==> src/rtl/qd_pkg.sv <==
// Shared quadrature state encoding and up-order successor used by the decoder.
package qd_pkg;

    typedef enum logic [1:0] {
        QD_S00 = 2'b00,
        QD_S01 = 2'b01,
        QD_S11 = 2'b11,
        QD_S10 = 2'b10
    } qd_state_e;

    // Up order 00->01->11->10->00 (B leads A); down order is the reverse.
    function automatic qd_state_e qd_next_up(input qd_state_e state);
        case (state)
            QD_S00:  return QD_S01;
            QD_S01:  return QD_S11;
            QD_S11:  return QD_S10;
            default: return QD_S00;
        endcase
    endfunction

endpackage

==> src/rtl/qd_glitch_filter.sv <==
// Two-flop synchroniser followed by a persistence filter: a level must hold
// for FILTER_LEN clocks at the synchroniser output before it is accepted.
module qd_glitch_filter #(
    parameter int unsigned FILTER_LEN = 4
) (
    input  logic clk,
    input  logic reset,
    input  logic d_async,
    output logic q_filt
);

    localparam int unsigned CW = (FILTER_LEN > 1) ? $clog2(FILTER_LEN) : 1;

    logic          s1_q;
    logic          s2_q;
    logic          filt_q;
    logic          filt_d;
    logic [CW-1:0] cnt_q;
    logic [CW-1:0] cnt_d;

    always_comb begin
        filt_d = filt_q;
        cnt_d  = '0;
        if (s2_q != filt_q) begin
            if (cnt_q == CW'(FILTER_LEN - 1)) begin
                filt_d = s2_q;
            end else begin
                cnt_d = cnt_q + CW'(1);
            end
        end
    end

    always_ff @(posedge clk) begin
        if (reset) begin
            s1_q   <= 1'b0;
            s2_q   <= 1'b0;
            filt_q <= 1'b0;
            cnt_q  <= '0;
        end else begin
            s1_q   <= d_async;
            s2_q   <= s1_q;
            filt_q <= filt_d;
            cnt_q  <= cnt_d;
        end
    end

    assign q_filt = filt_q;

endmodule

==> src/rtl/quadrature_decoder.sv <==
// Quadrature A/B decoder: filtered inputs, registered step/up/error pulses,
// sticky error flag and an N-bit wrapping position count.
module quadrature_decoder
    import qd_pkg::*;
#(
    parameter int unsigned N          = 16,
    parameter int unsigned FILTER_LEN = 4
) (
    input  logic         clk,
    input  logic         reset,
    input  logic         enable,
    input  logic         clear,
    input  logic         a_in,
    input  logic         b_in,
    output logic         step,
    output logic         up,
    output logic         error,
    output logic         err_flag,
    output logic [N-1:0] position
);

    localparam int unsigned PRIME_CNT = FILTER_LEN + 2;
    localparam int unsigned PW        = $clog2(PRIME_CNT + 1);

    logic          filt_a;
    logic          filt_b;
    qd_state_e     cur_state;
    qd_state_e     prev_q, prev_d;
    logic          step_q, step_d;
    logic          up_q, up_d;
    logic          error_q, error_d;
    logic          err_flag_q, err_flag_d;
    logic          primed_q, primed_d;
    logic [PW-1:0] start_q, start_d;
    logic [N-1:0]  pos_q, pos_d;
    logic          is_up, is_down, is_err, live;

    qd_glitch_filter #(.FILTER_LEN(FILTER_LEN)) u_filt_a (
        .clk     (clk),
        .reset   (reset),
        .d_async (a_in),
        .q_filt  (filt_a)
    );

    qd_glitch_filter #(.FILTER_LEN(FILTER_LEN)) u_filt_b (
        .clk     (clk),
        .reset   (reset),
        .d_async (b_in),
        .q_filt  (filt_b)
    );

    always_comb begin
        cur_state = qd_state_e'({filt_a, filt_b});
        prev_d    = cur_state;

        // Priming outlasts the filter's first settle so the initial level is absorbed silently.
        start_d  = start_q;
        primed_d = primed_q;
        if (!primed_q) begin
            if (start_q == PW'(PRIME_CNT)) begin
                primed_d = 1'b1;
            end else begin
                start_d = start_q + PW'(1);
            end
        end

        is_up   = (qd_next_up(prev_q) == cur_state);
        is_down = (qd_next_up(cur_state) == prev_q);
        is_err  = (cur_state != prev_q) && !is_up && !is_down;
        live    = primed_q && enable;

        step_d  = live && (is_up || is_down);
        error_d = live && is_err;
        up_d    = step_d ? is_up : up_q;

        pos_d = pos_q;
        if (step_d) begin
            pos_d = is_up ? pos_q + N'(1) : pos_q - N'(1);
        end
        if (clear) begin
            pos_d = '0;
        end

        err_flag_d = err_flag_q;
        if (error_d) begin
            err_flag_d = 1'b1;
        end
        if (clear) begin
            err_flag_d = 1'b0;
        end
    end

    always_ff @(posedge clk) begin
        if (reset) begin
            prev_q     <= QD_S00;
            step_q     <= 1'b0;
            up_q       <= 1'b0;
            error_q    <= 1'b0;
            err_flag_q <= 1'b0;
            primed_q   <= 1'b0;
            start_q    <= '0;
            pos_q      <= '0;
        end else begin
            prev_q     <= prev_d;
            step_q     <= step_d;
            up_q       <= up_d;
            error_q    <= error_d;
            err_flag_q <= err_flag_d;
            primed_q   <= primed_d;
            start_q    <= start_d;
            pos_q      <= pos_d;
        end
    end

    assign step     = step_q;
    assign up       = up_q;
    assign error    = error_q;
    assign err_flag = err_flag_q;
    assign position = pos_q;

endmodule

==> config.mk <==
export PLATFORM = sky130hd
export DESIGN_NAME = quadrature_decoder
export DESIGN_NICKNAME = d
export VERILOG_FILES = /design/src/rtl/qd_pkg.sv /design/src/rtl/qd_glitch_filter.sv /design/src/rtl/quadrature_decoder.sv
export SDC_FILE = /design/constraint.sdc
export NUM_CORES = 1
export LEC_CHECK = 0
export CORE_ASPECT_RATIO = 1.1
export CORE_MARGIN = 1
export CORE_UTILIZATION = 45
export DETAILED_ROUTE_END_ITERATION = 10
export PLACE_DENSITY = 0.76
export SLEW_MARGIN = 5
export SYNTH_ARGS = -nofsm -noshare
export SYNTH_HDL_FRONTEND = slang
export SYNTH_SLANG_ARGS = --single-unit
==> constraint.sdc <==
create_clock -name clk -period 3.72 [get_ports clk]
set_input_delay 0.372 -clock clk [delete_from_list [all_inputs] [get_ports clk]]
set_output_delay 0.372 -clock clk [all_outputs]
set_load 0.1 [all_outputs]
==> flow_summary.json <==
{
  "run_status": "finished, final reports clean",
  "viasPerCell": 5.56,
  "synth_edf_count": 0,
  "initial_core_util_pct": 47.7,
  "synth_nets": 272,
  "grt_max_degree": 27,
  "layout_common_cells": "dfxtp_1 (36), nor2_1 (26), clkdlybuf4s50_1 (25), a21oi_1 (19), ha_1 (18)",
  "tritoncts": "built",
  "synth_seq_cells": 36,
  "io_pins": 26,
  "finalHoldViolations": 0,
  "comb_power_share_pct": 4.4,
  "slew-limit-headroom_pct": 35.2,
  "p_sw_uw": 164,
  "fin_skew_ps": 9.54,
  "firstDrtPassIters": 4,
  "reg2reg_to": "position[15]",
  "rsz0062_at_grt": "no",
  "route.detailed.drc": 0,
  "worstPathArrival_ps": 3390,
  "clockBufferDepth": 2,
  "hp-start": "u_filt_b.cnt_q[0]",
  "ctsResizeCount": 0,
  "die_w_um": 66.8,
  "p_leak_uw": 0.000985,
  "setup_viol": 0,
  "whs_ps": 421,
  "max_stage_delay_ps": 580,
  "crit_required_ps": 3890,
  "grt_pass1_vias": 1636,
  "criticalPathCategory": "flop to flop",
  "antenna_found_initial": 0,
  "ir_drop_uv": 259,
  "final.period_utilization_pct": 86.6,
  "cp_max_fo": 19,
  "powerDensity_nw_per_um2": 294,
  "syn_area_per_cell_um2": 8.40,
  "period_needed_ps": 3220,
  "grt_util_all_layers_pct": 19.4,
  "path_clk_slew_ps": 80,
  "routedWlPerCell_um": 13.3,
  "fin_tns_setup_ps": 0,
  "ys_seq_area_share_pct": 34.7,
  "pre_cts_slack_ps": 476,
  "final_cells": 325,
  "cts.sinks": 36,
  "fp.dieArea_um2": 4890,
  "cp_cell_sequence": "xor2_1 > nand2_1 > ha_1 > a21oi_1 > o21ai_0 > a221oi_1 > nor2_1 > a311oi_1 > nand3_1",
  "grt_pass1_wl_um": 7270,
  "setup_slack_ps": 498,
  "cts_setup_buffers": 0,
  "setup.worst_path.end": "position[15]",
  "reg2reg_depth": 9,
  "critPathCaptureType": "flop",
  "drtIter0Drc": 67,
  "clock_power_share_pct": 40.6,
  "core_um2": 4350,
  "synthToLayoutAreaGrowth_pct": 18.4,
  "synth_warnings": 0,
  "netlist_area_um2": 2080,
  "row_count": 25,
  "synth-async-reset-ratio_pct": 0,
  "drv_cap": 0,
  "die_height_um": 73.2,
  "vias": 1806,
  "cts_made_buffers": 5,
  "port_buffers": 25,
  "worst_slew_pin_slew_ps": 969,
  "synthFlopType": "dfxtp_1",
  "hpwlAfterDp_um": 3070,
  "grt_overflow_total": 0,
  "cts_hold_buf": 0,
  "p_sw_share_pct": 22.7,
  "placedCellCount": 317,
  "ant_nets": 0,
  "regToRegSetupSlack_ps": 500,
  "fmax_mhz": 310,
  "diodes": 0,
  "fillCellCount": 407,
  "h-tree-depth": 2,
  "slew_viol_final": 0,
  "nNetsFinal": 295,
  "wirelength_um": 4320,
  "startpoint_type": "flop",
  "cp-startpoint": "u_filt_b.q_filt",
  "ys_types": 42,
  "power_uw": 723,
  "drive_gt1_share_pct": 4.06,
  "p_int_uw": 558,
  "place.gp.congestion": 0.859,
  "hp-class": "flop to flop",
  "final_common_cell": "dfxtp_1",
  "cts-root-buf": "clkbuf_8",
  "synthCells": 247,
  "rr_startpoint": "u_filt_b.q_filt",
  "power_frac_seq_pct": 55.0,
  "clock_latency_ps": 290,
  "slowest_stage": "ha_1"
}
==> layout make-up <==
| class | instances | area, µm² | area share, % |
|---|---|---|---|
| tap | 54 | 67.6 | 2.75 |
| clock buffer | 7 | 86.3 | 3.51 |
| inverter | 9 | 33.8 | 1.37 |
| clock inverter | 1 | 7.51 | 0.305 |
| sequential | 36 | 721 | 29.3 |
| multi-input combinational | 191 | 1280 | 51.9 |
| timing repair buffer | 27 | 265 | 10.8 |
==> cell families (layout without fill, tap and decap cells) <==
family / count (synthesis) / in the layout / share of synthesized area [%]
fa+ha+maj: 19 / 19 / 11.8
mux: 3 / 3 / 1.45
flops: 36 / 36 / 34.7
compound gates: 63 / 63 / 19.8
xor+xnor: 15 / 15 / 6.33
simple gates: 91 / 91 / 22.1
buf+inv: 20 / 44 / 3.80
==> sequential cells by signal (all words and copies together) (netlist names), 2 cells and up <==
signal	cells
position	16
prev_q	2
start_q	3
u_filt_a.cnt_q	2
u_filt_b.cnt_q	2
==> power groups by stage <==
stage | clock, µW | combinational (µW) | sequential, µW
floorplan | 0 | 20.6 | 406
global placement | 0 | 31.0 | 406
detailed placement | 0 | 31.8 | 407
CTS | 302 | 32.0 | 397
global route | 320 | 35.0 | 399
finish | 294 | 31.6 | 398
==> worst min-delay path by stage <==
stage                                   end  cells past startpoint  slack (ps)
after floorplan           u_filt_a.cnt_q[0]                      1         400
after global placement    u_filt_a.cnt_q[0]                      1         410
after detailed placement  u_filt_a.cnt_q[0]                      1         410
after CTS                 u_filt_a.cnt_q[0]                      1         430
after global routing      u_filt_b.cnt_q[0]                      1         450
final                     u_filt_b.cnt_q[0]                      1         420
==> worst max-delay path, delay by kind of cell, from the launching register on <==
family          cells  cell delay (ps)
fa+ha+maj           1              580
xor+xnor            1              210
flops               1              440
compound gates      4             1250
simple gates        3              640
==> cell usage after synthesis (all sizes together), types with 3 or more instances <==
cell type | number | area share, %
nand2b | 4 | 1.2
or3 | 6 | 1.8
nand3 | 14 | 3.6
nand4 | 5 | 1.5
a211oi | 6 | 2.2
nor3 | 7 | 1.7
clkbuf | 9 | 1.7
a31oi | 4 | 1.2
mux2i | 3 | 1.4
dfxtp | 36 | 35
a211o | 3 | 1.3
a21oi | 19 | 4.6
nor2 | 26 | 4.7
o21ai | 12 | 2.9
nand2 | 13 | 2.4
ha | 18 | 11
o211ai | 3 | 1.1
xor2 | 5 | 2.1
inv | 9 | 1.6
nor2b | 8 | 2.4
xnor2 | 10 | 4.2
a21o | 5 | 1.8
==> layer usage <==
metal  wire length (µm)  GRT usage [%]
met5                  0              0
met4                 87           8.27
met2               2110           31.8
met1               2000           24.2
met3                117           4.38
==> stage by stage <==
stage	util (%)	cell area (µm²)
floorplan	-	2080
global placement	54.4	2360
detailed placement	54.4	2360
CTS	56.5	2460
global route	56.5	2460
finish	56.5	2460
(Power assumes the default switching activity.)
